## src/rtl/mux_reg_nx1_pkg.sv

```systemverilog
// mux_reg_nx1_pkg
// Shared definitions for the registered N-to-1 multiplexer:
//   - MODE encodings (direct select / round-robin scan)
//   - FSM state encoding (IDLE: output empty, HOLD: output word pending)
//   - wrap_inc: circular increment used to advance the scan pointer
package mux_reg_nx1_pkg;

  localparam logic MUX_MODE_DIRECT = 1'b0;
  localparam logic MUX_MODE_SCAN   = 1'b1;

  typedef enum logic {
    MUX_ST_IDLE = 1'b0,
    MUX_ST_HOLD = 1'b1
  } mux_state_e;

  // (k + 1) mod n, for 0 <= k < n
  function automatic int wrap_inc(input int k, input int n);
    return (k + 1 >= n) ? 0 : k + 1;
  endfunction

endpackage

```

## src/rtl/mux_reg_nx1_rr_pick.sv

```systemverilog
// mux_rr_pick
// Combinational circular first-one search over a channel mask.
// Ports:
//   MASK  in  CHANNELS  channel enables
//   PTR   in  SEL_W     channel where the search starts (must be < CHANNELS)
//   PICK  out SEL_W     first enabled channel at or after PTR, wrapping
//   FOUND out 1         at least one MASK bit is set
module mux_rr_pick #(
  parameter int CHANNELS = 16,
  parameter int SEL_W    = $clog2(CHANNELS)
) (
  input  logic [CHANNELS-1:0] MASK,
  input  logic [SEL_W-1:0]    PTR,
  output logic [SEL_W-1:0]    PICK,
  output logic                FOUND
);

  // Offsets are walked from farthest to nearest, so the last hit written
  // is the one closest to PTR in circular order.
  always_comb begin : search
    int idx;
    PICK  = '0;
    FOUND = 1'b0;
    idx   = 0;
    for (int i = CHANNELS - 1; i >= 0; i--) begin
      idx = int'(PTR) + i;
      if (idx >= CHANNELS) idx = idx - CHANNELS;
      if (MASK[idx]) begin
        PICK  = SEL_W'(idx);
        FOUND = 1'b1;
      end
    end
  end

endmodule

```

## src/rtl/mux_reg_nx1.sv

```systemverilog
// mux_reg_nx1
// Registered N-to-1 multiplexer with direct-select and round-robin scan
// modes. The selected word and its channel number are held in an output
// register until downstream accepts them.
// Ports:
//   CLK       in  1               clock, rising edge
//   RST       in  1               asynchronous active-low reset
//   I         in  WIDTH*CHANNELS  flattened inputs, channel k at I[k*WIDTH +: WIDTH]
//   S         in  SEL_W           channel select (direct mode)
//   MODE      in  1               0 = direct, 1 = scan
//   MASK      in  CHANNELS        channel enables (scan mode)
//   REQ       in  1               request a load
//   READY     in  1               downstream accepts Y this cycle
//   Y         out WIDTH           held output word
//   Y_SEL     out SEL_W           channel Y was taken from
//   VALID     out 1               Y/Y_SEL hold an unaccepted word
//   DBG_STATE out mux_state_e     current FSM state
//
// Handshake: a word is transferred on every rising edge with VALID=1 and
// READY=1. While VALID=1 and READY=0 the output is frozen. READY is ignored
// while VALID=0. A new word may be loaded on the same edge that the current
// one is accepted, so REQ=READY=1 streams one word per cycle.
module mux_reg_nx1
  import mux_reg_nx1_pkg::*;
#(
  parameter int WIDTH    = 32,
  parameter int CHANNELS = 16,
  parameter int SEL_W    = $clog2(CHANNELS)
) (
  input  logic                      CLK,
  input  logic                      RST,
  input  logic [WIDTH*CHANNELS-1:0] I,
  input  logic [SEL_W-1:0]          S,
  input  logic                      MODE,
  input  logic [CHANNELS-1:0]       MASK,
  input  logic                      REQ,
  input  logic                      READY,
  output logic [WIDTH-1:0]          Y,
  output logic [SEL_W-1:0]          Y_SEL,
  output logic                      VALID,
  output mux_state_e                DBG_STATE
);

  mux_state_e         r_state;
  logic [WIDTH-1:0]   r_y;
  logic [SEL_W-1:0]   r_y_sel;
  logic [SEL_W-1:0]   r_ptr;

  logic [SEL_W-1:0]   w_pick;
  logic               w_found;
  logic [WIDTH-1:0]   w_direct_word;
  logic [WIDTH-1:0]   w_scan_word;
  logic               w_slot_free;
  logic               w_load;

  mux_rr_pick #(
    .CHANNELS (CHANNELS),
    .SEL_W    (SEL_W)
  ) u_pick (
    .MASK  (MASK),
    .PTR   (r_ptr),
    .PICK  (w_pick),
    .FOUND (w_found)
  );

  // A select beyond the last channel loads zero rather than reading
  // outside the flattened input vector.
  always_comb begin
    w_direct_word = '0;
    if (int'(S) < CHANNELS) w_direct_word = I[int'(S)*WIDTH +: WIDTH];
  end

  assign w_scan_word = I[int'(w_pick)*WIDTH +: WIDTH];

  // The output register can take a new word when empty, or when the
  // current word leaves on this edge.
  assign w_slot_free = (r_state == MUX_ST_IDLE) || READY;
  // A scan with an empty mask has nothing to load.
  assign w_load      = REQ && w_slot_free && ((MODE == MUX_MODE_DIRECT) || w_found);

  always_ff @(posedge CLK or negedge RST) begin
    if (!RST) begin
      r_state <= MUX_ST_IDLE;
      r_y     <= '0;
      r_y_sel <= '0;
      r_ptr   <= '0;
    end else if (w_load) begin
      r_state <= MUX_ST_HOLD;
      if (MODE == MUX_MODE_SCAN) begin
        r_y     <= w_scan_word;
        r_y_sel <= w_pick;
        r_ptr   <= SEL_W'(wrap_inc(int'(w_pick), CHANNELS));
      end else begin
        r_y     <= w_direct_word;
        r_y_sel <= S;
      end
    end else if ((r_state == MUX_ST_HOLD) && READY) begin
      r_state <= MUX_ST_IDLE;
    end
  end

  assign Y         = r_y;
  assign Y_SEL     = r_y_sel;
  assign VALID     = (r_state == MUX_ST_HOLD);
  assign DBG_STATE = r_state;

endmodule

```

## config.mk

```make
export PLATFORM = sky130hd
export DESIGN_NAME = mux_reg_nx1
export DESIGN_NICKNAME = d
export VERILOG_FILES = /design/src/rtl/mux_reg_nx1_pkg.sv /design/src/rtl/mux_reg_nx1_rr_pick.sv /design/src/rtl/mux_reg_nx1.sv
export SDC_FILE = /design/constraint.sdc
export NUM_CORES = 1
export LEC_CHECK = 0
export ABC_AREA = 1
export CORE_AREA = 2 2 223 225
export CTS_CLUSTER_SIZE = 10
export DETAILED_ROUTE_END_ITERATION = 12
export DIE_AREA = 0 0 225 227
export PLACE_DENSITY = 0.46
export SETUP_SLACK_MARGIN = 0.5
export SKIP_LAST_GASP = 1
export SYNTH_ARGS = -nofsm -noshare
export SYNTH_HDL_FRONTEND = slang
export SYNTH_SLANG_ARGS = --single-unit
```

## constraint.sdc

```tcl
create_clock -name CLK -period 3.5 [get_ports CLK]
set_clock_uncertainty 0.05 [all_clocks]
set_input_delay 0.7 -clock CLK [delete_from_list [all_inputs] [get_ports CLK]]
set_output_delay 0.7 -clock CLK [all_outputs]
set_load 0.1 [all_outputs]
```

**Yosys cells after proc, flatten, opt, wreduce, memory -nomap -nowiden**

Index checks and enable logic that the tools add are counted.

- Register bits: 41
- Bits of input ports: 537
- Logic and storage cells: 181

- $add $sub $neg: 32
- Order comparisons: 33
- Shift-type cells: 2
- Multiplexer cells: 101
- Bitwise operators: 2
- Reduce and logical (&&, ||, !) cells: 7

Operators by type and width:

| operator | number |
|---|---|
| $shiftx A512 B10 Y32 | 2 |
| $mux W32 | 17 |
| $lt A32 B6 Y1 const B | 16 |
| $ge A32 B6 Y1 const B | 15 |
| $sub A32 B6 Y32 const B | 15 |
| $mux W4 | 18 |
| $bmux W1 S4 | 16 |
| $mux W1 | 50 |
| $add A4 B4 Y5 const B | 8 |
| $add A4 B3 Y5 const B | 4 |
| $add A4 B1 Y5 const B | 2 |
| $add A4 B2 Y5 const B | 2 |
| $sub A4 B5 Y6 const B | 1 |
| $ge A4 B5 Y1 const B | 1 |
| $ge A5 B5 Y1 const B | 1 |
| $logic_and A1 B1 Y1 | 3 |
| $logic_or A1 B1 Y1 | 2 |
| $not A1 Y1 | 2 |
| $reduce_and A2 Y1 | 1 |
| $reduce_bool A2 Y1 | 1 |

**Longest topological paths before layout**

Gate-level depths: netlist (run 1).

- Depth after elaboration: 25
- Depth in mapped cells: 36
- Depth with buffers taken out: 32

**Modules after synthesis**

Synthesis (run 1) repeated with hierarchy kept, for this count alone.

- Cell total of the unflattened synthesis: 2110
- Area, all modules: 10257.3 sq um

By module, submodules not included:

| module | times used | cells an instance | area each (sq um) | sequential area each (sq um) |
|---|---|---|---|---|
| mux_reg_nx1 | 1 | 1746 | 8554.5 | 1026.0 |
| mux_rr_pick | 1 | 364 | 1702.9 | 0.0 |

**Least setup slack after synthesis (run 1)**

No wires, ideal clock.

- Path kind: reg-to-reg
- From: register r_ptr[1]
- To: register r_y[22], in the netlist Y[22]
- Library setup time: 0.120 ns
- Data arrival time: 3.372 ns
- Required time: 3.330 ns
- Setup slack: -0.042 ns
- Cell stages (with the launch flop): 36
- Buffers on the path: 4
- Clock period less this slack: 3.542 ns
- Cell sequence: dfrtp_1 inv_1 buf_2 ha_1 clkbuf_1 nand3_1 nand3_1 nand2_1 nand2_1 nand2_2 inv_2 nand2_1 nand2_1 nand2_1 nand2_1 nand2_1 nand2_1 nand2_1 nand3_1 nand2_1 nand2_1 nand2_1 nand2_1 nand2_1 nand2_1 nand2_2 nand3_2 nand2_2 buf_4 buf_4 nand2_1 nand3_1 nand3_1 nand3_1 nand3_1 nand2_1

- Longest elaborated chain between the ends: 24
- Elaborated cells on any way between the ends: 147
- Classes of those cells: add/sub: 31; order compare: 16; shift: 1; mux: 97; reduce/logical: 2

RTL lines:

| what | line | source |
|---|---|---|
| start, declared | mux_reg_nx1.sv:47 | `logic [SEL_W-1:0] r_ptr;` |
| start signal, assigned | mux_reg_nx1.sv:92 | `r_ptr <= SEL_W'(wrap_inc(int'(w_pick), CHANNELS));` |
| $add A4 B4 Y5 | mux_reg_nx1_rr_pick.sv:26 | `idx = int'(PTR) + i;` |
| $sub A32 B6 Y32 or $ge A32 B6 Y1 (tied branches) | mux_reg_nx1_rr_pick.sv:27 | `if (idx >= CHANNELS) idx = idx - CHANNELS;` |
| $mux W32 | mux_reg_nx1_rr_pick.sv:27 |  |
| $bmux W1 S4 | mux_reg_nx1_rr_pick.sv:28 | `if (MASK[idx]) begin` |
| $mux W1 (not written as such) (2 in a row) | mux_reg_nx1_rr_pick.sv:28 |  |
| $mux W4 or $mux W1 (tied branches) (16 in a row) | mux_reg_nx1_rr_pick.sv:28 |  |
| $shiftx A512 B10 Y32 or $logic_or A1 B1 Y1 (tied branches) | mux_reg_nx1.sv:73, mux_reg_nx1.sv:79 |  |
| $mux W32 or $logic_and A1 B1 Y1 (tied branches) | mux_reg_nx1.sv:89, mux_reg_nx1.sv:79 |  |
| end signal, assigned | mux_reg_nx1.sv:90 | `r_y <= w_scan_word;` |
| end signal, assigned | mux_reg_nx1.sv:94 | `r_y <= w_direct_word;` |
| end, declared | mux_reg_nx1.sv:45 | `logic [WIDTH-1:0] r_y;` |

Parallel ways exist; a longest one is shown, timed or not. The select of a mux whose other input is x is not followed.
A chain may end at the register's enable or synchronous reset.

**Final worst setup path (run 1)**

- From: register r_ptr[1]
- To: register r_y[8], in the netlist Y[8]

Same word-level chain as after synthesis.

==> out/metrics.cfg, run 1 <==
[outcome]
outcome = finished with violations
violations = setup timing

[place]
placedCellCount = 2899
port_buffers = 574
gp_congestion = 0.958
dp_slack_ns = -1.05
dp_hpwl_microns = 55500

[cts]
cts.sinks = 41
root_buffer = clkbuf_16
clock_latency_ns = 0.30
cts_tree = built
htreeDepth = 2
numCtsBuffers = 5
cts_hold_buf = 0
clkTransAtPathRegs_ns = 0.07
clk_path_buf_depth = 2

[setup_path]
cp_slowest_stage_delay_ns = 0.47
setup.worst_path.start = r_ptr[1]
r2r-end = Y[8]
start_kind = flip-flop
critical-path-slowest-cell = dfrtp_2
endpoint_kind = flip-flop
reg2reg_slack_ns = -0.40
reg2reg_from = r_ptr[1]
critical_path_arrival_ns = 4.04
crit_type = flip-flop to flip-flop
crit_top_cell = nand2_1
cp_data_required_time_ns = 3.63
path_max_fanout = 17
worstRegToRegCells = 35
crit_end = Y[8]

[routing]
vias_per_cell = 5.10
drt_first_pass_iters = 6
ant_nets = 0
wire_per_inst_microns = 25.0
routed_wl_microns = 75500
drc = 0
drt_iter0_markers = 1214
vias = 15400

[synth]
ys_warn_count = 0
ys_seq_elements = 41
postSynthAreaPerCell_sq_um = 5.22
netlist_area_sq_um = 8530
yosys.area.top_type_share_pct = 47.7
synth-edff-count = 0
synthCells = 1634
async_flop_share_pct = 100
yosys.cell_types.count = 33
synth.area.top_cells = nand3_1, nand2_1, dfrtp_1, buf_2, buf_4
syn_nets = 2179
synth_seq_area_share_pct = 12.0
synth_largest_area_cell = nand3_1
yosys_most_used_dff = dfrtp_1

[final_layout]
drive_above_1_share_pct = 31.4
area_growth_syn_to_layout_pct = 140
nFillCells = 5068
finalNonFillerCells = 3022
post-route-util_pct = 42.2
final_common_cell = nand3_1
mostFrequentLayoutCells = nand3_1, clkdlybuf4s50_1, nand2_1
nets = 2932

[floorplan]
die_w_microns = 225
dieArea_sq_um = 51100
core_area_sq_um = 48500
initial_core_util_pct = 17.6
fp.dieH_microns = 227
pin_count = 575
rows = 81

[hold_path]
worstHoldPathType = flip-flop to flip-flop
hold_depth = 2

[grt]
grt_pass1_wl_microns = 102000
grt_overflow = 0
antenna_found_initial = 14
track_usage_pct = 27.2
grt_pass1_vias = 15100
grt_max_degree = 69

[sta]
slew_headroom_pct = 20.0
final-setup-viol-count = 33
final.setup.worst_slack_ns = -0.403
clock.fmax_mhz = 256
rsz0062_at_grt = true
hold_viol = 0
fin_crit_ns = 3.90
finalCritPeriodShare_pct = 112
drv_slew = 0
tightest_slew_ns = 1.20
tns_ns = -10.91

[job]
max-cap-violations = 0

==> area by class of cell <==
type                            instances  area [sq um]  share of cell area [%]
Antenna cell                           12          30.0                   0.147
Clock buffer                            6           139                   0.678
Clock inverter                          2          37.5                   0.183
Inverter                               33           141                   0.690
Multi-Input combinational cell       1407          8630                    42.1
Sequential cell                        41          1030                    5.02
Tap cell                              622           778                    3.80
Timing Repair Buffer                  899          9710                    47.4
==> worst min-delay path by stage <==
stage,slack [ns],end,from
3_3_place_gp,0.42,Y[28],Y[28]
4_1_cts,0.44,Y[28],Y[28]
3_5_place_dp,0.42,Y[28],Y[28]
6_report,0.43,Y[28],Y[28]
5_1_grt,0.46,Y[28],Y[28]
2_1_floorplan,0.35,DBG_STATE,RST
==> logic make-up (layout without fill, tap and decap cells) <==
kind of cell	after synthesis	in the layout	synth area share, %
XOR/XNOR	8	8	0.998
buffers and inverters	186	940	11.2
adder cells (fa/ha/maj)	8	8	1.17
flip-flops	41	41	12.0
AND/OR/NAND/NOR	1335	1335	71.0
other	0	12	0
AO/OA/AOI/OAI	56	56	3.58
==> through the flow <==
step | cell area [sq um] | hold WS (ns)
after global placement | 16500 | 0.417
after CTS | 19100 | 0.436
after detailed placement | 16500 | 0.417
after global routing | 20500 | 0.457
final | 20500 | 0.433
after floorplan | 8720 | 0.354
==> repair_timing <==
action	in CTS	in global routing
setup buffers	69	7
setup endpoints to repair	41	41
pin swaps	63	94
gates resized for setup	280	221
cloned	19	8
hold endpoints to repair	0	0
==> worst max-delay path, delay by kind of cell (launching register included) <==
kind | cells | cell delay [ns]
AND/OR/NAND/NOR | 27 | 2.02
flip-flops | 1 | 0.47
adder cells (fa/ha/maj) | 1 | 0.24
buffers and inverters | 7 | 0.96
==> state kept, by name, indices dropped and copies added (netlist names) <==
register   count
Y_SEL          4
r_ptr          4
Y             32
DBG_STATE      1
==> metal layers <==
metal / part of all wire [%] / vias up / track usage (%)
met5: 0.075 / - / 0
met4: 2.5 / 8 / 7.90
met3: 8.9 / 101 / 6.83
met2: 47 / 770 / 44.8
met1: 41 / 7376 / 35.0
li1: - / 7160 / -
==> synthesized netlist by cell type (2+ instances only) <==
cell type and n:
buf_6 4, ha_1 8, nand4_1 2, nand2_1 501
buf_1 5, o21ai_1 4, xor2_1 5, nor2_1 11
a31oi_1 2, clkbuf_1 43, inv_1 23, a21oi_1 35
buf_4 39, buf_2 62, dfrtp_1 41, nand3_1 813
nand2_2 4, o21ai_0 8, inv_2 10
Power of run 1 is left out: the tool's default activity adds up to more than one toggle a clock period on the data nets, which glitch-free logic cannot reach.
==> run 2: changes to the inputs <==
--- a/config.mk
+++ b/config.mk
@@ -10,6 +10,7 @@
 export CTS_CLUSTER_SIZE = 10
 export DETAILED_ROUTE_END_ITERATION = 12
 export DIE_AREA = 0 0 225 227
+export GPL_TIMING_DRIVEN = 0
 export PLACE_DENSITY = 0.46
 export SETUP_SLACK_MARGIN = 0.5
 export SKIP_LAST_GASP = 1
==> run 2 against run 1 <==
Net effect:
- the flow still finishes with violations (setup timing)
- global-route usage increased by 1.7 points
- wire length increased by 6.5%
- critical path type is now input pin to flip-flop
- register-to-register slack about the same
- critical path depth decreased by 2
- critical endpoint unchanged
- clock-buffer cell count unchanged
- non-clock buffer count decreased by 77
- worst setup slack got worse by 0.017 ns
- via count decreased by 0.72%
- die area unchanged
- highest routed layer unchanged
- final area decreased by 3.1%
- first-iteration DRC count decreased by 1.3%
==> out/metrics.cfg, run 2 (synthesis gave the netlist of run 1 again) <==
[setup_path]
cp_data_required_time_ns = 3.63  ; about the same
cp_slowest_stage_delay_ns = 0.51  ; +0.04 ns
start_kind = input pin
crit_top_cell = nand2_1
path_max_fanout = 8  ; -9
endpoint_kind = flip-flop
critical_path_arrival_ns = 4.05  ; about the same
crit_type = input pin to flip-flop
critical-path-slowest-cell = clkdlybuf4s50_1

[cts]
cts.sinks = 41  ; unchanged
clock_latency_ns = 0.29  ; about the same
cts_tree = built
htreeDepth = 2  ; unchanged
root_buffer = clkbuf_16
clkTransAtPathRegs_ns = 0.07  ; about the same
numCtsBuffers = 5  ; unchanged
clk_path_buf_depth = 2  ; unchanged

[floorplan]
fp.dieH_microns = 227  ; unchanged
rows = 81  ; unchanged
die_w_microns = 225  ; unchanged
core_area_sq_um = 48500  ; unchanged
dieArea_sq_um = 51100  ; unchanged
initial_core_util_pct = 17.6  ; unchanged
pin_count = 575  ; unchanged

[sta]
tightest_slew_ns = 1.25  ; +0.0530 ns
slew_headroom_pct = 16.2  ; -3.8 points
hold_viol = 0  ; unchanged
clock.fmax_mhz = 255  ; -0.44%
fin_crit_ns = 3.92  ; +0.0173 ns
rsz0062_at_grt = true
tns_ns = -12.08  ; -1.17 ns
final-setup-viol-count = 32  ; -3.0%
finalCritPeriodShare_pct = 112  ; +0.50 points
final.setup.worst_slack_ns = -0.421  ; -0.0173 ns
drv_slew = 0  ; unchanged

[final_layout]
area.sequential_sq_um = 1030  ; unchanged
nets = 2856  ; -2.6%
mostFrequentLayoutCells = clkdlybuf4s50_1, nand3_1, nand2_1
nFillCells = 5105  ; +0.73%
post-route-util_pct = 40.9  ; -1.3 points
multi_input_area_sq_um = 9060  ; +5.1%
area_growth_syn_to_layout_pct = 133
largest_register_ffs = 32  ; unchanged
drive_above_1_share_pct = 28.3  ; -3.1 points
final_common_cell = clkdlybuf4s50_1
finalNonFillerCells = 2939  ; -2.7%

[grt]
antenna_found_initial = 15  ; +1
grt_pass1_vias = 14800  ; -1.6%
grt.met3_usage_pct = 6.66  ; -0.17 points
track_usage_pct = 28.9  ; +1.7 points
use_met1_pct = 35.7  ; +0.69 points
grt_overflow = 0  ; unchanged
grt_max_degree = 35  ; -49%
met2_usage_pct = 51.3  ; +6.5 points
grt_pass1_wl_microns = 107000  ; +5.0%
grt-busiest-layer = met2

[place]
port_buffers = 573  ; -0.17%
gp_congestion = 0.953  ; -0.48%
dp_hpwl_microns = 64500  ; +16%
placedCellCount = 2830  ; -2.4%

[routing]
drt_iter0_markers = 1198  ; -1.3%
vias_per_cell = 5.21  ; +2.1%
drc = 0  ; unchanged
ant_nets = 0  ; unchanged
drt_first_pass_iters = 5  ; -1
routed_wl_microns = 80400  ; +6.5%
wire_per_inst_microns = 27.4  ; +9.5%
vias = 15300  ; -0.72%

[hold_path]
worstHoldPathType = input pin to async pin

[outcome]
violations = setup timing
outcome = finished with violations

[job]
max-cap-violations = 0  ; unchanged

run 2: routing by layer:
| layer | part of all wire (%) | vias to the layer above |
|---|---|---|
| met5 | 0.15 | - |
| met4 | 2.4 | 20 |
| met3 | 8.0 | 110 |
| met2 | 49 | 754 |
| met1 | 40 | 7409 |
| li1 | - | 7011 |
run 2: worst paths after layout:
check | from | end | slack (ns) | cells after the start
min in group CLK | Y[19] | Y[19] | 0.43 | 2
hold / removal | RST | Y[4] | 0.23 | 1
max in group asynchronous | RST | r_ptr[1] | 2.65 | 2
setup reg to reg | r_ptr[1] | Y[8] | -0.40 | 36
hold reg to reg | Y[19] | Y[19] | 0.43 | 2
setup / recovery | MASK[14] | Y[8] | -0.42 | 33
run 2: area by class of cell:
cell class              instances  share of cell area, %
diodes                          5                 0.0630
clock buffers                   6                  0.699
repair buffers                669                   35.4
inverters                      33                  0.762
clock inverters                 2                  0.189
well taps                     622                   3.92
multi-input cells            1408                   45.6
plain buffers                 153                   8.13
flip-flops and latches         41                   5.18
run 2: per-stage QoR:
step | cell area (sq um) | setup slack [ns] | hold slack (ns)
after floorplan | 8720 | 0.251 | 0.354
after global placement | 15200 | -1.33 | 0.416
after detailed placement | 15300 | -1.39 | 0.414
after CTS | 17500 | -0.332 | 0.225
after global routing | 19900 | -0.733 | 0.235
final | 19900 | -0.421 | 0.231
run 2: worst max-delay path: cells and delay by family:
family	cells	cell delay, ns
buf+inv	5	1.11
simple gates	27	2.08
compound gates	1	0.10
run 2: repair_timing:
| item | CTS | global route |
|---|---|---|
| buffers inserted | 52 | 17 |
| cloned | 8 | 19 |
| pin swaps | 49 | 128 |
| hold buffers | 0 | 0 |
| gates resized for setup | 342 | 376 |
| setup endpoints to repair | 41 | 41 |
Power of run 2 is left out for the same reason.
==> run 3: changes to the inputs <==
--- a/config.mk
+++ b/config.mk
@@ -6,6 +6,7 @@
 export NUM_CORES = 1
 export LEC_CHECK = 0
 export ABC_AREA = 1
+export ABC_CLOCK_PERIOD_IN_PS = 3500
 export CORE_AREA = 2 2 223 225
 export CTS_CLUSTER_SIZE = 10
 export DETAILED_ROUTE_END_ITERATION = 12
==> results of run 3 <==
Final layout, timing and power as in run 2 (identical DEF).
Power of run 3 is left out for the same reason.
